**src/rtl/priority_decoder_collector.sv**
```systemverilog
// ---------------------------------------------------------------------------
// priority_decoder_collector
//
// Sequential inverse of a priority encoder. A stream of encoded indices
// (one per beat, framed by enc_lst) is turned back into a bit vector by
// OR-ing a one-hot bit per beat into an accumulator. When the last beat of
// a frame is accepted, the vector, the beat count and an out-of-range error
// flag are presented on the output handshake.
//
// Ports:
//   clk      in   clock
//   rst      in   synchronous active-high reset
//   enc_vld  in   input beat valid
//   enc_rdy  out  input beat ready (depends only on state and dec_rdy)
//   enc_idx  in   encoded index, WIDTH_LOG bits
//   enc_ena  in   index meaningful (0 = empty beat)
//   enc_lst  in   last beat of frame
//   dec_vld  out  output vector valid
//   dec_rdy  in   output vector ready
//   dec_vec  out  reconstructed vector, WIDTH bits
//   dec_cnt  out  beats in the frame, saturating, CNT_WIDTH bits
//   dec_err  out  frame had an enabled beat with enc_idx >= WIDTH
// ---------------------------------------------------------------------------
module priority_decoder_collector #(
    parameter  int WIDTH     = 16,
    parameter  int CNT_WIDTH = 8,
    localparam int WIDTH_LOG = $clog2(WIDTH)
) (
    input  logic                 clk,
    input  logic                 rst,
    input  logic                 enc_vld,
    output logic                 enc_rdy,
    input  logic [WIDTH_LOG-1:0] enc_idx,
    input  logic                 enc_ena,
    input  logic                 enc_lst,
    output logic                 dec_vld,
    input  logic                 dec_rdy,
    output logic [WIDTH-1:0]     dec_vec,
    output logic [CNT_WIDTH-1:0] dec_cnt,
    output logic                 dec_err
);

    typedef enum logic {
        COLLECT = 1'b0,
        HOLD    = 1'b1
    } state_t;

    state_t                 r_state;
    logic [WIDTH-1:0]       r_acc;
    logic [CNT_WIDTH-1:0]   r_cnt;
    logic                   r_err;
    logic [WIDTH-1:0]       r_dec_vec;
    logic [CNT_WIDTH-1:0]   r_dec_cnt;
    logic                   r_dec_err;

    logic [WIDTH-1:0]       w_onehot;
    logic                   w_oob;
    logic                   w_enc_rdy;
    logic                   w_in_xfer;
    logic                   w_out_xfer;
    logic [WIDTH-1:0]       w_acc_upd;
    logic [CNT_WIDTH-1:0]   w_cnt_upd;
    logic                   w_err_upd;

    // One-hot decode of the incoming index. An index >= WIDTH matches no
    // position, so the vector is all zeros for it.
    generate
        for (genvar gi = 0; gi < WIDTH; gi++) begin : g_onehot
            assign w_onehot[gi] = enc_ena & (enc_idx == WIDTH_LOG'(gi));
        end
    endgenerate

    // An enabled beat that lit no bit must have been out of range.
    assign w_oob      = enc_ena & ~(|w_onehot);

    // In HOLD a new beat may only enter when the held result leaves in the
    // same cycle, which gives one beat per cycle without a bubble.
    assign w_enc_rdy  = (r_state == COLLECT) | dec_rdy;
    assign w_in_xfer  = enc_vld & w_enc_rdy;
    assign w_out_xfer = (r_state == HOLD) & dec_rdy;

    // The accumulator is cleared at frame end, so the same update serves
    // both a frame in progress and the first beat of a fresh frame in HOLD.
    assign w_acc_upd  = r_acc | w_onehot;
    assign w_cnt_upd  = (&r_cnt) ? r_cnt : r_cnt + 1'b1;
    assign w_err_upd  = r_err | w_oob;

    always_ff @(posedge clk) begin
        if (rst) begin
            r_state   <= COLLECT;
            r_acc     <= '0;
            r_cnt     <= '0;
            r_err     <= 1'b0;
            r_dec_vec <= '0;
            r_dec_cnt <= '0;
            r_dec_err <= 1'b0;
        end else if (w_in_xfer && enc_lst) begin
            // Frame complete: publish including this beat, start afresh.
            r_dec_vec <= w_acc_upd;
            r_dec_cnt <= w_cnt_upd;
            r_dec_err <= w_err_upd;
            r_acc     <= '0;
            r_cnt     <= '0;
            r_err     <= 1'b0;
            r_state   <= HOLD;
        end else begin
            if (w_in_xfer) begin
                r_acc <= w_acc_upd;
                r_cnt <= w_cnt_upd;
                r_err <= w_err_upd;
            end
            if (w_out_xfer) begin
                r_state <= COLLECT;
            end
        end
    end

    assign enc_rdy = w_enc_rdy;
    assign dec_vld = (r_state == HOLD);
    assign dec_vec = r_dec_vec;
    assign dec_cnt = r_dec_cnt;
    assign dec_err = r_dec_err;

endmodule
```
**config.mk**
```make
export PLATFORM = sky130hd
export DESIGN_NAME = priority_decoder_collector
export DESIGN_NICKNAME = d
export VERILOG_FILES = /design/src/rtl/priority_decoder_collector.sv
export SDC_FILE = /design/constraint.sdc
export NUM_CORES = 1
export LEC_CHECK = 0
export BUFFER_PORTS_ARGS = -buffer_cell sky130_fd_sc_hd__buf_2
export CAP_MARGIN = 15
export CORE_ASPECT_RATIO = 1.1
export CORE_UTILIZATION = 58
export CTS_CLUSTER_SIZE = 16
export DETAILED_ROUTE_END_ITERATION = 16
export PLACE_DENSITY = 0.82
export SETUP_SLACK_MARGIN = 0.5
export SLEW_MARGIN = 25
export SYNTH_ARGS = -nofsm -noshare
export SYNTH_HDL_FRONTEND = slang
export SYNTH_SLANG_ARGS = --single-unit
```
**constraint.sdc**
```tcl
create_clock -name clk -period 2.2 [get_ports clk]
set_input_delay 0.11 -clock clk [delete_from_list [all_inputs] [get_ports clk]]
set_output_delay 0.11 -clock clk [all_outputs]
set_load 0.02 [all_outputs]
```
==> reports/qor.txt <==
run status - completed
Top Metal Used - met4
syn nets - 265
Leak - 0.000968 uW
Seq/Total Area, Yosys - 0.490
Final setup viols - 0
RR Endpoint - r_acc[10]$_SDFFE_PP0P_
CP Cell Sequence - nor2b_4 > inv_2 > nand3_1 > nand2_1 > buf_4 > nor2_1
Seq cells post-synth - 51
worst hold slack - 0.104 ns
largest net degree at the start of global routing - 29
CP max-delay cell - dfxtp_1
Filler cells - 280
CTS root buffer - clkbuf_4
WHS Endpoint - r_cnt[5]$_SDFFE_PP0P_
Mapped Avg Cell Area - 8.20 um2
cells after synthesis - 254
antenna violations before repair - 0
Clock Skew - 0.0110 ns
worst slew pin tran - 0.555 ns
Synth cell types - 39
CP bufs+invs - 2
Reg clk slew, reported paths - 0.14 ns
MaxCap Viol Count - 0
Req. time, crit path - 2.51 ns
metal1 wirelength - 2140 um
DR WL met2 - 2080 um
via count - 1936
Final Non-Filler Cells - 336
Period minus WS final - 1.62 ns
crit share post-route - 0.735
Max stage delay on crit path - 0.37 ns
CP Launch Type - register
Placeable Area - 3390 um2
CP delay by family, top - simple AND/OR/NAND/NOR gates
Hold Path Origin - enc_vld
TNS Setup - 0 ns
Multi-input gate area - 996 um2
Cells after DPL - 328
Synth warnings - 0
Die Width - 59.1 um
first-pass GRT wire length - 7740 um
setup slack, reg-to-reg - 0.58 ns
row count - 22
met3 WL post-DR - 394 um
post-route ant nets - 0
Area Growth Syn to Fin - 15.4%
Die Ht - 64.9 um
overall power - 1830 uW
share of cells above drive strength 1 - 0.198
FF+latch area - 1020 um2
initial cell density of the core - 0.615
FMAX - 619 MHz
peak supply drop - 539 uV
Num CTS Buffers - 5
clk_lat worst skew - 0.37 ns
TritonCTS clock tree - built
RSZ-0062 raised after global routing - yes
Total GRT Usage - 0.271
Worst Setup Path Type - register to register
die area - 3840 um2
drt wl/cell - 14.0 um
Clock Tree Buf Depth - 2
Post-DP HPWL - 3300 um
# DRC - 0
Power Dens Cells - 759 nW/um2
crit end category - register
vias in the first global route - 1620
# clock sinks - 51
grt ovf - 0
CP max FO - 16
slew margin rel. - 0.627
Hold Crit Depth - 3
port bufs - 36
Ports - 37
WL final - 4710 um
Hold Buf Count CTS - 0
Hold Path Class - primary input to register
1st-iter DRT viols - 147
Pre-antenna DRT Iters - 5
Hold Violations, Final - 0
gp weighted congestion - 0.888
antenna cells - 0
Worst Reg-to-Reg Cells - 6
Reg2Reg Launch Point - dec_vld$_SDFFE_PP0P_
Via density - 5.76
critical path depth in cells - 6
CP arrival - 1.93 ns
Max Slew Vio Count - 0
final net count - 298
Post-Syn Area - 2080 um2
H-tree depth - 2
[cells in the final DEF (no fill, tap or decap), types with 5 or more instances in the layout]
cell type,n
nor2_1,55
dfxtp_1,51
buf_2,36
nor3_1,33
a21oi_1,26
nand2_1,12
a211oi_1,8
nand3_1,7
clkbuf_4,5
[metal layers]
metal / global-route usage / up-vias
met3: 0.0599 / 15
met2: 0.396 / 101
li1: - / 958
met4: 0.0893 / 0
met1: 0.392 / 862
met5: 0 / -
[stage by stage]
stage,util,setup slack [ns],cell area [um2]
floorplan,-,0.612,2080
global placement,0.674,0.550,2280
detailed placement,0.674,0.411,2280
CTS,0.704,0.526,2380
global route,0.710,0.463,2400
finish,0.710,0.583,2400
[report_power, final]
| group | switching [uW] | internal (uW) | total (uW) |
|---|---|---|---|
| clock network | 287 | 355 | 642 |
| logic | 142 | 70.4 | 212 |
| registers | 16.6 | 954 | 971 |
| total | 446 | 1380 | 1830 |
[how the worst max path moves through the flow]
stage / slack (ns) / end / from
CTS: 0.53 / dec_cnt[1]$_SDFFE_PP0P_ / r_cnt[1]$_SDFFE_PP0P_
global placement: 0.55 / r_acc[11]$_SDFFE_PP0P_ / dec_vld$_SDFFE_PP0P_
finish: 0.58 / r_acc[10]$_SDFFE_PP0P_ / dec_vld$_SDFFE_PP0P_
global route: 0.46 / r_acc[10]$_SDFFE_PP0P_ / dec_vld$_SDFFE_PP0P_
floorplan: 0.61 / dec_cnt[6]$_SDFFE_PP0P_ / dec_vld$_SDFFE_PP0P_
detailed placement: 0.41 / r_acc[10]$_SDFFE_PP0P_ / dec_vld$_SDFFE_PP0P_
[synthesized netlist by cell type]
library cell  number  area share
a211oi_1           8       0.029
a21o_1             1      0.0036
a21oi_1           26       0.062
a311o_1            1      0.0048
a311oi_1           2      0.0084
a31oi_1            4       0.012
and2_1             1      0.0030
and3_1             5       0.015
and3_4             1      0.0054
and3b_1            1      0.0042
and4_1             2      0.0084
buf_1              1      0.0018
buf_2              7       0.017
buf_4              1      0.0036
buf_6              1      0.0054
clkbuf_1           4      0.0072
dfxtp_1           51        0.49
ha_1               1      0.0060
inv_1              2      0.0036
inv_2              2      0.0036
mux2i_1            2      0.0096
nand2_1           12       0.022
nand2b_1           3      0.0090
nand3_1            7       0.017
nand3b_1           2      0.0072
nor2_1            55       0.099
nor2b_1            1      0.0030
nor3_1            35       0.084
nor3b_1            1      0.0036
o211ai_1           1      0.0036
o21ai_0            2      0.0048
o311ai_0           1      0.0042
o311ai_1           1      0.0042
o31ai_1            1      0.0036
or2_2              1      0.0030
or3_1              1      0.0030
or3b_2             1      0.0042
xnor2_1            2      0.0084
xor2_1             3       0.013
[cell families after synthesis]
group | synth area share
buf+inv | 0.0420
flops | 0.490
xor+xnor | 0.0210
fa+ha+maj | 0.00601
mux | 0.00961
compound gates | 0.141
simple gates | 0.291
[state kept, by name (all words and copies together), names as in the netlist]
register / flops
r_cnt: 8
dec_vec: 16
r_acc: 16
dec_cnt: 8
r_err: 1
dec_err: 1
dec_vld: 1
[final cells by class]
cell class	count	area share
repair buffers	40	0.0875
clock buffers	6	0.0172
flip-flops and latches	51	0.425
multi-input cells	185	0.414
inverters	4	0.00625
clock inverters	2	0.0250
well taps	48	0.0250
[repair_timing]
action                                  CTS  global route
endpoints found under the setup margin   32            42
cloned                                    0             0
setup buffers                             0             0
resized for setup                         1             5
[worst min-delay path: cells and delay by family]
| kind | cells | cell delay (ns) |
|---|---|---|
| compound gates | 2 | 0.19 |
| buf+inv | 1 | 0.15 |
Note: power is estimated with default switching activity, not from simulation.
